### config.mk
export PLATFORM = sky130hd
export DESIGN_NAME = io_input_bank_flat
export DESIGN_NICKNAME = d
export VERILOG_FILES = /design/src/rtl/io_input_bank_if.sv /design/src/rtl/io_input_bank.sv /design/src/flat_wrapper.sv
export SDC_FILE = /design/constraint.sdc
export NUM_CORES = 1
export LEC_CHECK = 0
export CAP_MARGIN = 5
export CORE_MARGIN = 1.5
export CORE_UTILIZATION = 50
export DETAILED_ROUTE_END_ITERATION = 8
export PLACE_DENSITY = 0.78
export SLEW_MARGIN = 5
export SYNTH_ARGS = -nofsm -noshare
export SYNTH_HDL_FRONTEND = slang
export SYNTH_SLANG_ARGS = --single-unit
export TNS_END_PERCENT = 20
### constraint.sdc
create_clock -name io_clk -period 12.5 [get_ports io_clk]
set_clock_uncertainty 0.05 [all_clocks]
set_input_delay 1.25 -clock io_clk [delete_from_list [all_inputs] [get_ports io_clk]]
set_output_delay 1.25 -clock io_clk [all_outputs]
set_load 0.005 [all_outputs]
### src/rtl/io_input_bank_if.sv
// CPU-side bus of the I/O input-port bank: byte address, write strobe and data,
// plus the combinational read data and the level interrupt.
interface io_input_bank_if;
    logic [31:0] addr;
    logic        io_wr;
    logic [31:0] io_wdata;
    logic [31:0] io_read_data;
    logic        io_irq;

    modport master (output addr, io_wr, io_wdata, input io_read_data, io_irq);
    modport slave  (input addr, io_wr, io_wdata, output io_read_data, io_irq);
endinterface

### src/rtl/io_input_bank.sv
// Memory-mapped bank of NPORTS synchronised, optionally debounced input ports
// with sticky W1C change flags and a maskable level interrupt.
module io_input_bank #(
    parameter int NPORTS      = 3,
    parameter int WIDTH       = 32,
    parameter int SYNC_STAGES = 2,
    parameter int DEBOUNCE    = 0
) (
    input  logic                    io_clk,
    input  logic                    reset,
    input  logic [NPORTS*WIDTH-1:0] in_port,
    io_input_bank_if.slave          bus
);
    localparam logic [5:0] IDX_STATUS = 6'h10;
    localparam logic [5:0] IDX_IRQ_EN = 6'h11;
    localparam int         CNT_W      = (DEBOUNCE > 1) ? $clog2(DEBOUNCE) : 1;

    logic [NPORTS*WIDTH-1:0] w_in_flat;
    logic [NPORTS-1:0]       w_set;
    logic [NPORTS-1:0]       w_clr;
    logic [NPORTS-1:0]       r_chg;
    logic [NPORTS-1:0]       r_irq_en;
    logic [5:0]              w_idx;
    logic                    w_wr_status;
    logic                    w_wr_irq_en;
    logic [31:0]             w_rdata;

    assign w_idx       = bus.addr[7:2];
    assign w_wr_status = bus.io_wr && (w_idx == IDX_STATUS);
    assign w_wr_irq_en = bus.io_wr && (w_idx == IDX_IRQ_EN);

    genvar g;
    for (g = 0; g < NPORTS; g++) begin : g_port
        logic [WIDTH-1:0] r_sync [SYNC_STAGES];
        logic [WIDTH-1:0] r_in_reg;
        logic [WIDTH-1:0] w_sync_out;
        logic [WIDTH-1:0] w_in_next;

        always_ff @(posedge io_clk or posedge reset) begin
            if (reset) begin
                for (int k = 0; k < SYNC_STAGES; k++) r_sync[k] <= '0;
            end else begin
                r_sync[0] <= in_port[g*WIDTH +: WIDTH];
                for (int k = 1; k < SYNC_STAGES; k++) r_sync[k] <= r_sync[k-1];
            end
        end

        assign w_sync_out = r_sync[SYNC_STAGES-1];

        if (DEBOUNCE == 0) begin : g_nodb
            assign w_in_next = w_sync_out;
        end else begin : g_db
            localparam logic [CNT_W-1:0] CNT_LAST = CNT_W'(DEBOUNCE - 1);
            logic [WIDTH-1:0] r_cand;
            logic [CNT_W-1:0] r_cnt;
            logic             w_commit;

            // Commit only after the candidate has matched for DEBOUNCE cycles.
            assign w_commit  = (w_sync_out == r_cand) && (r_cand != r_in_reg) &&
                               (r_cnt == CNT_LAST);
            assign w_in_next = w_commit ? r_cand : r_in_reg;

            always_ff @(posedge io_clk or posedge reset) begin
                if (reset) begin
                    r_cand <= '0;
                    r_cnt  <= '0;
                end else if (w_sync_out != r_cand) begin
                    r_cand <= w_sync_out;
                    r_cnt  <= '0;
                end else if (r_cand != r_in_reg) begin
                    r_cnt  <= w_commit ? '0 : r_cnt + CNT_W'(1);
                end else begin
                    r_cnt  <= '0;
                end
            end
        end

        always_ff @(posedge io_clk or posedge reset) begin
            if (reset) r_in_reg <= '0;
            else       r_in_reg <= w_in_next;
        end

        assign w_in_flat[g*WIDTH +: WIDTH] = r_in_reg;
        assign w_set[g] = (w_in_next != r_in_reg);
        assign w_clr[g] = w_wr_status && bus.io_wdata[g];
    end

    // A new change on the same edge as a W1C clear keeps the flag set.
    always_ff @(posedge io_clk or posedge reset) begin
        if (reset) begin
            r_chg    <= '0;
            r_irq_en <= '0;
        end else begin
            r_chg <= w_set | (r_chg & ~w_clr);
            if (w_wr_irq_en) r_irq_en <= bus.io_wdata[NPORTS-1:0];
        end
    end

    always_comb begin
        w_rdata = '0;
        if (w_idx == IDX_STATUS) begin
            w_rdata[NPORTS-1:0] = r_chg;
        end else if (w_idx == IDX_IRQ_EN) begin
            w_rdata[NPORTS-1:0] = r_irq_en;
        end else begin
            for (int i = 0; i < NPORTS; i++) begin
                if (w_idx == 6'(i)) w_rdata[WIDTH-1:0] = w_in_flat[i*WIDTH +: WIDTH];
            end
        end
    end

    assign bus.io_read_data = w_rdata;
    assign bus.io_irq       = |(r_chg & r_irq_en);
endmodule

### src/flat_wrapper.sv
// flat-port wrapper written by rule: the top's interface ports become plain ports
module io_input_bank_flat 
#(
    parameter int NPORTS      = 3,
    parameter int WIDTH       = 32,
    parameter int SYNC_STAGES = 2,
    parameter int DEBOUNCE    = 0
)
  (io_clk, reset, in_port, bus_addr, bus_io_wr, bus_io_wdata, bus_io_read_data, bus_io_irq);
  io_input_bank_if bus_i ();
  input  logic io_clk;
  input  logic reset;
  input  logic [NPORTS*WIDTH-1:0] in_port;
  input wire logic [$bits(bus_i.addr)-1:0] bus_addr;
  input wire logic [$bits(bus_i.io_wr)-1:0] bus_io_wr;
  input wire logic [$bits(bus_i.io_wdata)-1:0] bus_io_wdata;
  output wire logic [$bits(bus_i.io_read_data)-1:0] bus_io_read_data;
  output wire logic [$bits(bus_i.io_irq)-1:0] bus_io_irq;
  assign bus_i.addr = bus_addr;
  assign bus_i.io_wr = bus_io_wr;
  assign bus_i.io_wdata = bus_io_wdata;
  assign bus_io_read_data = bus_i.io_read_data;
  assign bus_io_irq = bus_i.io_irq;
  io_input_bank #(.NPORTS(NPORTS), .WIDTH(WIDTH), .SYNC_STAGES(SYNC_STAGES), .DEBOUNCE(DEBOUNCE)) u_core (.io_clk(io_clk), .reset(reset), .in_port(in_port), .bus(bus_i));
endmodule
# Word level (Yosys, flattened, before mapping)
# Index checks and enable logic that the tools add are counted.
[word_totals]
mem_bits_ro = 0
ff_bits = 294
inputBits = 163
out_inout_bits = 33
elab_cells = 36
latch_bits = 0
mem_bits_rw = 0
mem_count = 0
[classes]
reduce_logical = 7
mul = 0
shifts = 0
add_sub_neg = 0
mux = 7
div = 0
order_cmp = 0
bitwise_logic = 4
eq_ne = 7
[op_table]
columns = ["operator", "count"]
rows = [
  ["2-to-1 mux 32 bit", 3],
  ["!= test 32 bit", 3],
  ["2-to-1 mux 29 bit", 2],
  ["equality test 6 x 5 -> 1 bit, second input constant", 2],
  ["bitwise AND 3 bit", 2],
  ["equality test 6 x 1 -> 1 bit, second input constant", 1],
  ["equality test 6 x 2 -> 1 bit, second input constant", 1],
  ["logical NOT 6 bit", 1],
  ["2-to-1 mux 3 bit", 2],
  ["logical AND 1 bit", 5],
  ["inverter 3 bit", 1],
  ["OR 3 bit", 1],
  ["OR reduction 3 bit", 1],
]

# Depth between registers and ports, before layout
# Gate-level depths: netlist of run 1.
[logic_depth]
word_depth = 6
ltp_mapped = 7
ltp_nobuf = 4

# Worst setup path before layout of run 1
# No wires, ideal clock.
[synth_timing]
path_type = "input-to-output"
from = "input bus_addr[7]"
to = "output bus_io_read_data[0]"
required_time_ns = 11.200
cell_stages = 4
t_arrival_ns = 2.460
n_path_buf = 0
setup_slack_ns = 8.740
cell_sequence = "or3_4 > or3b_4 > or2_1 > o21a_1"
[synth_between]
elab_chain_len = 6
elab_cells_between_ends = 10
classes_between = "eq/ne (4); mux (5); reduce/logical (1)"
[synth_lines]
columns = ["item", "line_no", "rtl"]
rows = [
  ["start: declaration", "flat_wrapper.sv:14", "input wire logic [$bits(bus_i.addr)-1:0] bus_addr;"],
  ["logical NOT 6 bit", "io_input_bank.sv:107", "if (w_idx == 6'(i)) w_rdata[WIDTH-1:0] = w_in_flat[i*WIDTH +: WIDTH];"],
  ["2-to-1 mux 32 bit (3 in a row)", "io_input_bank.sv:107", ""],
  ["2-to-1 mux 3 bit", "io_input_bank.sv:103", "end else if (w_idx == IDX_IRQ_EN) begin"],
  ["2-to-1 mux 3 bit *", "io_input_bank.sv:101", "if (w_idx == IDX_STATUS) begin"],
  ["end: declaration", "flat_wrapper.sv:17", "output wire logic [$bits(bus_i.io_read_data)-1:0] bus_io_read_data;"],
]
# Mark *: on every way between the ends. The rest lies on a longest branch, timed or not.

# Worst setup path in the final report of run 1
[layout_timing]
from = "input bus_addr[3]"
to = "output bus_io_read_data[0]"
# Same word-level chain as after synthesis.

==> results.md, run 1 <==
* Final HPWL DP at between 10000 and 15000 µm
* Cts hold-fix bufs at 0
* Number of port buffers at 140
* Seq/Total Area, Yosys at 78.4%
* R2r setup slk at between 10000 and 15000 ps
* Antenna cells at 0
* DRT iter0 DRCs at 233
* Worst reg-to-reg path cell count at 4
* EDFF count, synth at 0
* Die X-Extent at ~140 µm
* Placeable Area at ~18000 µm²
* Synth top area cells: dfrtp_1 (78%), xor2_1 (9.0%), mux2i_1 (3.4%)
* Mux cell area share after synthesis at roughly 3.8%
* Final hold vios at 0
* Crit path DAT at between 4000 and 5000 ps
* H-tree Lvls at 1
* Peak supply drop at between 0.1 and 0.15 mV
* I/O pin count at approximately 200
* CP startpoint kind: input pin
* Drt total wl at ~19000 µm
* Clk root buf: clkbuf_16
* Outcome: complete, no violations
* Initial antenna violation count at 0
* Critical path type: input pin to output pin
* Critical path origin: bus_addr[3]
* Synth cell types at 25
* FF-to-FF Start: u_core.g_port[0].r_in_reg[24]$_DFF_PP0_
* Synth Area in Compound Gates at around 2.7%
* Final setup violation count at 0
* Total Power at a little over 2000 µW
* Syn Nets at between 700 and 800
* R2R Path End: u_core.r_chg[0]$_DFF_PP0_
* Initial core utilization at about half
* Area of the multi-input gates at 1960 µm²
* DRT Pass-1 Iters at 5
* Seq cells post-synth at about 290
* WL per Instance at 18.7 µm
* Std cell rows at 49
* DIE HEIGHT at 140 µm
* Post-synth top area cell: dfrtp_1
* Area share of the largest cell type after synthesis at roughly four fifths
* Clock Path Buffers at 3
* Post_cts resized at 0
* DR vias/cell at approximately 5
* Final net count at 907
* Worst Hold Class: register to register
* Worst EP required at about 11000 ps
* Total track usage at around 20%
* Total number of vias at between 4000 and 5000
* Clock Sinks at 294
* Post-Syn Area at 9390 µm²
* Gp weighted congestion at between 0.8 and 0.9
* Main combinational cell family by area after synthesis: XOR/XNOR gates
* Leak pwr at ~0.0053 µW
* Max transition margin at 15.8%
* F_max at between 0.15 and 0.2 GHz
* Setup TNS at 0 ps
* Simple-gate portion of the synthesized area at under 10%
* Grt ovf at 0
* Yosys warnings at 0
* Worst-path fanout max at 35
* Adder-cell area share of the yosys netlist at 0%
* Cell with the most instances after synthesis: dfrtp_1
* Vias in the first global route at 5517
* Clk slew on worst S/H paths at 60 ps
* Layout fillers at around 1200
* Die area at approximately 20000 µm²
* Clock period minus worst slack at 5440 ps
* Syn Area/Cell at around 16 µm²
* Unrepaired setup endpoints after global routing: false
* Worst slew pin tran at between 1000 and 1500 ps
* Tcrit/Tclk final at approximately 44%
* Post-synthesis xor/xnor area fraction at 8.96%
* Prevailing post-synth register cell: dfrtp_1
* Post-Syn Instances at 587
* Share of cells above drive strength 1 at under 10%
* Layout area overhead at 28.3%
* P per Cell Area at between 150 and 200 nW/µm²
* Register Area at roughly 7400 µm²
* CP endpoint: bus_io_read_data[0]
* Fin. max-slew vios at 0
* CTS tree: done
* Post-CTS setup buffers at 0
* First-pass GRT wire length at 29900 µm
* Largest net degree at the start of global routing at 123
* Synth cell count leaders: dfrtp_1 (294), xor2_1 (96), nor2_1 (58), mux2i_1 (32), a21oi_1 (29)
* DRC at 0
* Max cap viols at 0
* Critical path capture point type: output pin
* Synth async-reset ratio at 100%
* Clock Latency Late Sink at 530 ps
* Antenna-violating nets left at 0
* Num CTS Buffers at 28
==> how the worst min path moves through the flow <==
stage | from | to | slack [ps] | cells after the start
after floorplan | u_core.g_port[0].r_sync[32]$_DFF_PP0_ | u_core.g_port[0].w_in_next[0]$_DFF_PP0_ | 280 | 0
after global placement | u_core.g_port[2].r_sync[36]$_DFF_PP0_ | u_core.g_port[2].w_in_next[4]$_DFF_PP0_ | 290 | 0
after detailed placement | u_core.g_port[0].r_sync[50]$_DFF_PP0_ | u_core.g_port[0].w_in_next[18]$_DFF_PP0_ | 280 | 0
after CTS | u_core.g_port[1].r_sync[38]$_DFF_PP0_ | u_core.g_port[1].w_in_next[6]$_DFF_PP0_ | 300 | 0
after global routing | u_core.g_port[1].r_sync[40]$_DFF_PP0_ | u_core.g_port[1].w_in_next[8]$_DFF_PP0_ | 300 | 0
final | u_core.g_port[0].r_sync[39]$_DFF_PP0_ | u_core.g_port[0].w_in_next[7]$_DFF_PP0_ | 290 | 0
==> kinds of logic after synthesis <==
logic type	Yosys count
AOI/OAI and AO/OA	42
buffers and inverters	18
muxes	35
xor gates and xnor gates	96
and+or+nand+nor	102
DFF	294
==> final cells by class <==
class | count | share of cell area (%)
clock buffers | 35 | 6.38
flip-flops and latches | 294 | 61.1
repair buffers | 143 | 11.8
inverters | 2 | 0.125
well taps | 229 | 2.38
clock inverters | 16 | 1.97
multi-input cells | 275 | 16.3
==> through the flow <==
step                      hold slack (ps)  util, %  worst slack (ps)  area (µm²)  std cells
after floorplan                       281        -              3080        9390        587
after global routing                  301     66.1              6850       12000        994
after detailed placement              285     60.6              7040       11000        943
after global placement                286     60.6              7070       11000        943
final                                 295     66.1              7060       12000        994
after CTS                             298     66.1              7050       12000        994
==> placed cells by master (no fill, tap or decap) <==
cell | synthesis | layout
mux2i_1 | 32 | 32
a211o_1 | 3 | 3
xor2_1 | 96 | 96
a2bb2oi_1 | 3 | 3
dfrtp_1 | 294 | 294
nor2b_2 | 0 | 1
a21oi_1 | 29 | 29
bufinv_16 | 0 | 6
nor4b_2 | 1 | 1
or2_1 | 2 | 2
o22ai_1 | 3 | 3
clkinvlp_4 | 0 | 3
buf_4 | 0 | 3
nor2b_1 | 4 | 3
or3_4 | 1 | 1
clkinv_2 | 0 | 7
nand2_1 | 1 | 1
nand4_1 | 6 | 6
mux2_2 | 3 | 3
nor2_1 | 58 | 58
a222oi_1 | 1 | 1
inv_8 | 0 | 1
clkbuf_16 | 0 | 29
nand3_1 | 3 | 3
buf_2 | 6 | 1
o21a_1 | 3 | 3
clkdlybuf4s50_1 | 0 | 139
or3b_4 | 1 | 1
inv_1 | 2 | 1
clkbuf_8 | 0 | 2
nor4_1 | 24 | 24
nor2_4 | 1 | 1
clkbuf_1 | 9 | 4
==> report_power, final <==
part / internal (µW) / total (µW) / switching [µW]
Combinational: 60.0 / 117 / 56.6
Clock: 559 / 900 / 342
Sequential: 1000 / 1030 / 31.3
==> metal layers <==
| layer | track usage [%] | vias to the layer above | routed length [µm] |
|---|---|---|---|
| li1 | - | 2250 | - |
| met1 | 27.8 | 2503 | 8110 |
| met2 | 32.9 | 154 | 9050 |
| met3 | 3.59 | 36 | 961 |
| met4 | 5.93 | 0 | 438 |
| met5 | 0 | - | 0 |
==> critical path: stages <==
cell,delay [ps]
clkdlybuf4s50_1,450
buf_4,310
nor2b_2,1060
a2bb2oi_1,200
o22ai_1,200
o21a_1,160
clkdlybuf4s50_1,490
Power figures use the tool's default switching activity.
==> inputs of run 2 (changes only) <==
--- a/config.mk
+++ b/config.mk
@@ -7,9 +7,9 @@
 export LEC_CHECK = 0
 export CAP_MARGIN = 5
 export CORE_MARGIN = 1.5
-export CORE_UTILIZATION = 50
+export CORE_UTILIZATION = 45
 export DETAILED_ROUTE_END_ITERATION = 8
-export PLACE_DENSITY = 0.78
+export PLACE_DENSITY = 0.75
 export SLEW_MARGIN = 5
 export SYNTH_ARGS = -nofsm -noshare
 export SYNTH_HDL_FRONTEND = slang
==> constraint.sdc (replaced) <==
create_clock -name io_clk -period 4.4 [get_ports io_clk]
set_clock_uncertainty 0.05 [all_clocks]
set_input_delay 0.44 -clock io_clk [delete_from_list [all_inputs] [get_ports io_clk]]
set_output_delay 0.44 -clock io_clk [all_outputs]
set_load 0.005 [all_outputs]
==> run 2 against run 1 <==
  * Final cell count rose by 4.6%
  * Via count down 0.55%
  * Cell area up 1.0%
  * Flip-flop and latch count unchanged
  * Non-clock buffer count rose by 3
  * Sequential share of layout area shrank 0.63 points
  * Count of clock-buffer cells in the layout rose by 8
  * Register-to-register slack got worse by 8200 ps
  * Clock power grew to 2.9 times the previous value
  * Die area increased by 11%
==> results.md, run 2 (synthesized netlist as in run 1, its figures left out) <==
* Outcome: complete, no violations
* Die area at approximately 22000 µm²
* Initial core utilization at approximately 46%
* Metal3 WL at just under 900 µm
* Initial antenna violation count at 0
* Slowest CP cell: or2_1
* Largest net degree at the start of global routing at 115
* Final net count at between 900 and 1000
* Vias in the first global route at between 5000 and 6000
* DRC at 0
* Num CTS Buffers at 29
* Cts hold-fix bufs at 0
* Std cell rows at 52
* Final hold vios at 0
* Layout fillers at 1496
* Clock Sinks at approximately 290
* DRT iter0 DRCs at 268
* Grt ovf at 0
* First-pass GRT wire length at 29800 µm
* Worst Hold Class: input pin to asynchronous set/reset pin
* CP max stage delay at 630 ps
* Crit path DAT at ~2900 ps
* Highest Signal Layer: met4
* Post_cts resized at 0
* Critical path capture point type: output pin
* Pre-CTS setup slack at a little under 1000 ps
* Number of port buffers at 140
* DIE HEIGHT at between 100 and 150 µm
* DR vias/cell at around 4.7
* Leak pwr at 0.00532 µW
* Worst reg-to-reg path cell count at 4
* Peak supply drop at ~0.33 mV
* Clock Path Buffers at 3
* CP startpoint kind: input pin
* Clk slew on worst S/H paths at approximately 60 ps
* Most common cell after layout, fill and taps aside: dfrtp_1
* Critical path type: input pin to output pin
* Final HPWL DP at approximately 13000 µm
* Setup TNS at 0 ps
* Final worst setup slack at 1020 ps
* DRT Pass-1 Iters at 4
* Most used cell along the critical path: clkdlybuf4s50_1
* Cells along the critical path: clkdlybuf4s50_1 > or3_4 > or2_1 > o22ai_1 > o21a_1 > clkdlybuf4s50_1
* WL per Instance at roughly 18 µm
* Fin. max-slew vios at 0
* Critical path buffer and inverter count at 2
* F_max at between 0.2 and 0.3 GHz
* Gp weighted congestion at between 0.8 and 0.9
* Antenna-violating nets left at 0
* Max cap viols at 0
* Total track usage at between 15 and 20%
* I/O pin count at between 150 and 200
* Worst slew pin tran at between 1000 and 1500 ps
* Clock period minus worst slack at 3380 ps
* Antenna cells at 0
* Share of cells above drive strength 1 at roughly 8.3%
* P per Cell Area at between 400 and 500 nW/µm²
* Most frequent cells in the layout: dfrtp_1 (294), clkdlybuf4s50_1 (139), xor2_1 (96)
* Met2 WL at 8700 µm
* H-tree Lvls at 1
* R2r setup slk at roughly 2600 ps
* Clock Latency Late Sink at 550 ps
* Clk root buf: clkbuf_16
* FF-to-FF Start: u_core.g_port[2].r_in_reg[22]$_DFF_PP0_
* Die X-Extent at between 100 and 150 µm
* Final setup violation count at 0
* Drt total wl at ~19000 µm
* Layout area overhead at 29.6%
* CP top delay family: simple AND/OR/NAND/NOR gates
* Worst EP required at roughly 4000 ps
* Total number of vias at ~5000
* Post-CTS setup buffers at 0
* Placeable Area at 20400 µm²
* Met1 Wirelength at roughly 8400 µm
* R2R Path End: u_core.r_chg[2]$_DFF_PP0_
* Worst-path fanout max at 32
* CTS tree: done
* Unrepaired setup endpoints after global routing: false
* Max transition margin at roughly 25%
* Tcrit/Tclk final at roughly three quarters
run 2: changes by cell type in the layout (fill, tap and decap cells not counted):
cell        delta
inv_6          +1
buf_4          +1
clkbuf_8       +7
clkinvlp_4     -2
inv_16         +1
clkbuf_1       +1
buf_12         +2
inv_8          -1
clkinv_2       -3
bufinv_16      -2
run 2: final cells by class:
class	instances	area, µm²	share of cell area [%]
clock buffers	43	868	7.14
clock inverters	10	169	1.39
flip-flops and latches	294	7360	60.5
multi-input cells	275	1960	16.1
well taps	270	338	2.78
repair buffers	146	1470	12.1
inverters	2	11.3	0.0926
run 2: layer usage:
layer / global-route usage [%] / vias up
met1: 25.6 / 2465
met4: 5.80 / 0
li1: - / 2273
met2: 28.4 / 138
met5: 0 / -
met3: 3.36 / 40
run 2: power by group:
part / internal [µW] / switching (µW)
combinational: 174 / 163
sequential: 2840 / 88.1
clock: 1600 / 992
total: 4620 / 1240
run 2: how the worst max path moves through the flow:
stage	start	endpoint	slack, ps	depth (start not counted)
2_1_floorplan	reset	u_core.g_port[0].r_in_reg[0]$_DFF_PP0_	7	1
3_3_place_gp	bus_addr[7]	bus_io_read_data[0]	1070	6
3_5_place_dp	bus_addr[7]	bus_io_read_data[1]	990	6
4_1_cts	bus_addr[7]	bus_io_read_data[1]	990	6
5_1_grt	bus_addr[7]	bus_io_read_data[1]	920	6
6_report	bus_addr[7]	bus_io_read_data[1]	1020	6
run 2: stage by stage:
step	power [µW]	instance area [µm²]	hold WS, ps	std cells	util [%]
global route	6090	12200	258	1040	59.7
detailed placement	3320	11100	285	987	54.7
CTS	5920	12200	234	1040	59.7
finish	5860	12200	235	1040	59.7
floorplan	3120	9390	281	587	-
global placement	3300	11100	286	987	54.7
==> inputs of run 3 (changes only) <==
--- a/config.mk
+++ b/config.mk
@@ -7,9 +7,9 @@
 export LEC_CHECK = 0
 export CAP_MARGIN = 5
 export CORE_MARGIN = 1.5
-export CORE_UTILIZATION = 45
+export CORE_UTILIZATION = 50
 export DETAILED_ROUTE_END_ITERATION = 8
-export PLACE_DENSITY = 0.75
+export PLACE_DENSITY = 0.78
 export SLEW_MARGIN = 5
 export SYNTH_ARGS = -nofsm -noshare
 export SYNTH_HDL_FRONTEND = slang
==> constraint.sdc (replaced) <==
create_clock -name io_clk -period 3.35 [get_ports io_clk]
set_clock_uncertainty 0.05 [all_clocks]
set_input_delay 0.335 -clock io_clk [delete_from_list [all_inputs] [get_ports io_clk]]
set_output_delay 0.335 -clock io_clk [all_outputs]
set_load 0.005 [all_outputs]
==> run 3 against run 2 <==
  * First-iteration DRC count rose by 7.5%
  * Final cell count fell by 4.1%
  * Worst hold slack got worse by 44 ps
  * Non-clock buffer count unchanged
  * Routed wire length up 2.1%
  * Critical path depth stayed put
  * Count of clock-buffer cells in the layout down 3
  * Sequential power increased by 31%
  * Worst setup slack worse by 520 ps
  * Sequential share of layout area is 0.77 points higher
  * Register-to-register slack got worse by 1000 ps
  * Highest routed layer unchanged
==> results.md, run 3 (synthesized netlist as in run 1, its figures left out) <==
* Outcome: complete, no violations
* Die X-Extent at about 140 µm
* Worst reg-to-reg path cell count at 4
* H-tree Lvls at 1
* DRC at 0
* Final HPWL DP at 13100 µm
* Tcrit/Tclk final at a little over four fifths
* Fin. max-slew vios at 0
* Critical path type: input pin to output pin
* CP endpoint: bus_io_read_data[0]
* Most common cell after layout, fill and taps aside: dfrtp_1
* Leak pwr at ~0.0053 µW
* Antenna cells at 0
* Std cell rows at 49
* First-pass GRT wire length at between 30000 and 40000 µm
* Final worst setup slack at slightly above 500 ps
* DR vias/cell at approximately 5
* Vias in the first global route at about 5400
* Share of cells above drive strength 1 at roughly 8%
* Clk slew on worst S/H paths at around 70 ps
* Total number of vias at 4975
* Cells along the critical path: clkdlybuf4s50_1 > nor2b_4 > a2bb2oi_1 > o22ai_1 > o21a_1 > clkdlybuf4s50_1
* Clock period minus worst slack at 2850 ps
* CP max stage delay at 630 ps
* Worst EP required at a little under 3000 ps
* Most used cell along the critical path: clkdlybuf4s50_1
* Die area at 19600 µm²
* FF-to-FF Start: u_core.g_port[0].r_in_reg[24]$_DFF_PP0_
* Clk root buf: clkbuf_16
* CP startpoint kind: input pin
* Final net count at 910
* Total track usage at slightly above 20%
* Worst-path fanout max at 32
* Largest net degree at the start of global routing at a little under 200
* F_max at between 0.3 and 0.4 GHz
* I/O pin count at 196
* Pre-CTS setup slack at around 43 ps
* Final setup violation count at 0
* Critical path origin: bus_addr[3]
* Initial antenna violation count at 0
* R2R Path End: u_core.r_chg[0]$_DFF_PP0_
* Clock Sinks at between 200 and 300
* Most frequent cells in the layout: dfrtp_1 (294), clkdlybuf4s50_1 (139), xor2_1 (96)
* Drt total wl at between 15000 and 20000 µm
* DRT Pass-1 Iters at 4
* Grt ovf at 0
* R2r setup slk at roughly 1600 ps
* Slowest CP cell: nor2b_4
* Clock Path Buffers at 3
* WL per Instance at between 15 and 20 µm
* Finished Core Util at 66.0%
* P per Cell Area at 615 nW/µm²
* Crit path DAT at 2460 ps
* Unrepaired setup endpoints after global routing: false
* Hold WS at ~190 ps
* CTS tree: done
* Gp weighted congestion at ~0.82
* Layout area overhead at 28.0%
* Clock Latency Late Sink at 530 ps
* Peak supply drop at approximately 0.37 mV
* Antenna-violating nets left at 0
* Setup TNS at 0 ps
* Placeable Area at about 18000 µm²
* Worst Hold Class: input pin to register
* Initial core utilization at approximately half
* DIE HEIGHT at roughly 140 µm
* Max transition margin at between 30% and 40%
* DRT iter0 DRCs at approximately 290
* Number of port buffers at 140
* Post_cts resized at 0
* Critical path capture point type: output pin
* Worst slew pin tran at about 1000 ps
* Final hold vios at 0
* Max cap viols at 0
* Total Power at about 7400 µW
* Num CTS Buffers at 28
[run 3: changes by cell type in the layout (fill, tap and decap cells not counted), sizes merged]
cell         change
clkinvlp         +1
buf              -1
bufinv           -2
dlygate4sd3      +1
clkinv           +4
inv              -2
clkbuf           -3
[run 3: routing by layer]
metal  part of all wire (%)  GRT usage [%]
met5                      0              0
met4                    2.0           6.04
met3                    4.6           3.52
met2                     49           33.8
met1                     44           27.8
[run 3: worst max-delay path: cells and delay by family]
family,cells,cell delay [ps]
buf+inv,2,980
compound gates,3,520
simple gates,1,630
[run 3: where the power goes]
| group | total, µW | switching (µW) | internal (µW) |
|---|---|---|---|
| combinational | 443 | 215 | 228 |
| sequential | 3850 | 118 | 3730 |
| clock | 3100 | 1250 | 1850 |
| total | 7390 | 1580 | 5810 |
[run 3: final cells by class]
class / count / area (µm²)
Timing Repair Buffer: 146 / 1470
Sequential cell: 294 / 7360
Fill cell: 1219 / 6190
Inverter: 2 / 11.3
Clock inverter: 11 / 111
Tap cell: 229 / 287
Multi-Input combinational cell: 275 / 1960
Clock buffer: 40 / 817
[run 3: what timing repair did]
action / 4_1_cts / 5_1_grt
buffers inserted: 0 / 0
endpoints found under the hold margin: 1 / 0
hold buffers: 1 / 0
[run 3: through the flow]
step / area, µm² / instances
2_1_floorplan: 9390 / 587
3_3_place_gp: 11100 / 945
3_5_place_dp: 11100 / 945
4_1_cts: 12000 / 997
5_1_grt: 12000 / 997
6_report: 12000 / 997
[run 3: worst min path at each step]
stage,startpoint,endpoint,cells past startpoint
after global placement,u_core.g_port[0].r_sync[32]$_DFF_PP0_,u_core.g_port[0].w_in_next[0]$_DFF_PP0_,0
final,in_port[57],u_core.g_port[1].r_sync[57]$_DFF_PP0_,1
after CTS,in_port[20],u_core.g_port[0].r_sync[52]$_DFF_PP0_,1
after global routing,in_port[30],u_core.g_port[0].r_sync[62]$_DFF_PP0_,1
after detailed placement,u_core.g_port[0].r_sync[34]$_DFF_PP0_,u_core.g_port[0].w_in_next[2]$_DFF_PP0_,0
after floorplan,u_core.g_port[0].r_sync[32]$_DFF_PP0_,u_core.g_port[0].w_in_next[0]$_DFF_PP0_,0
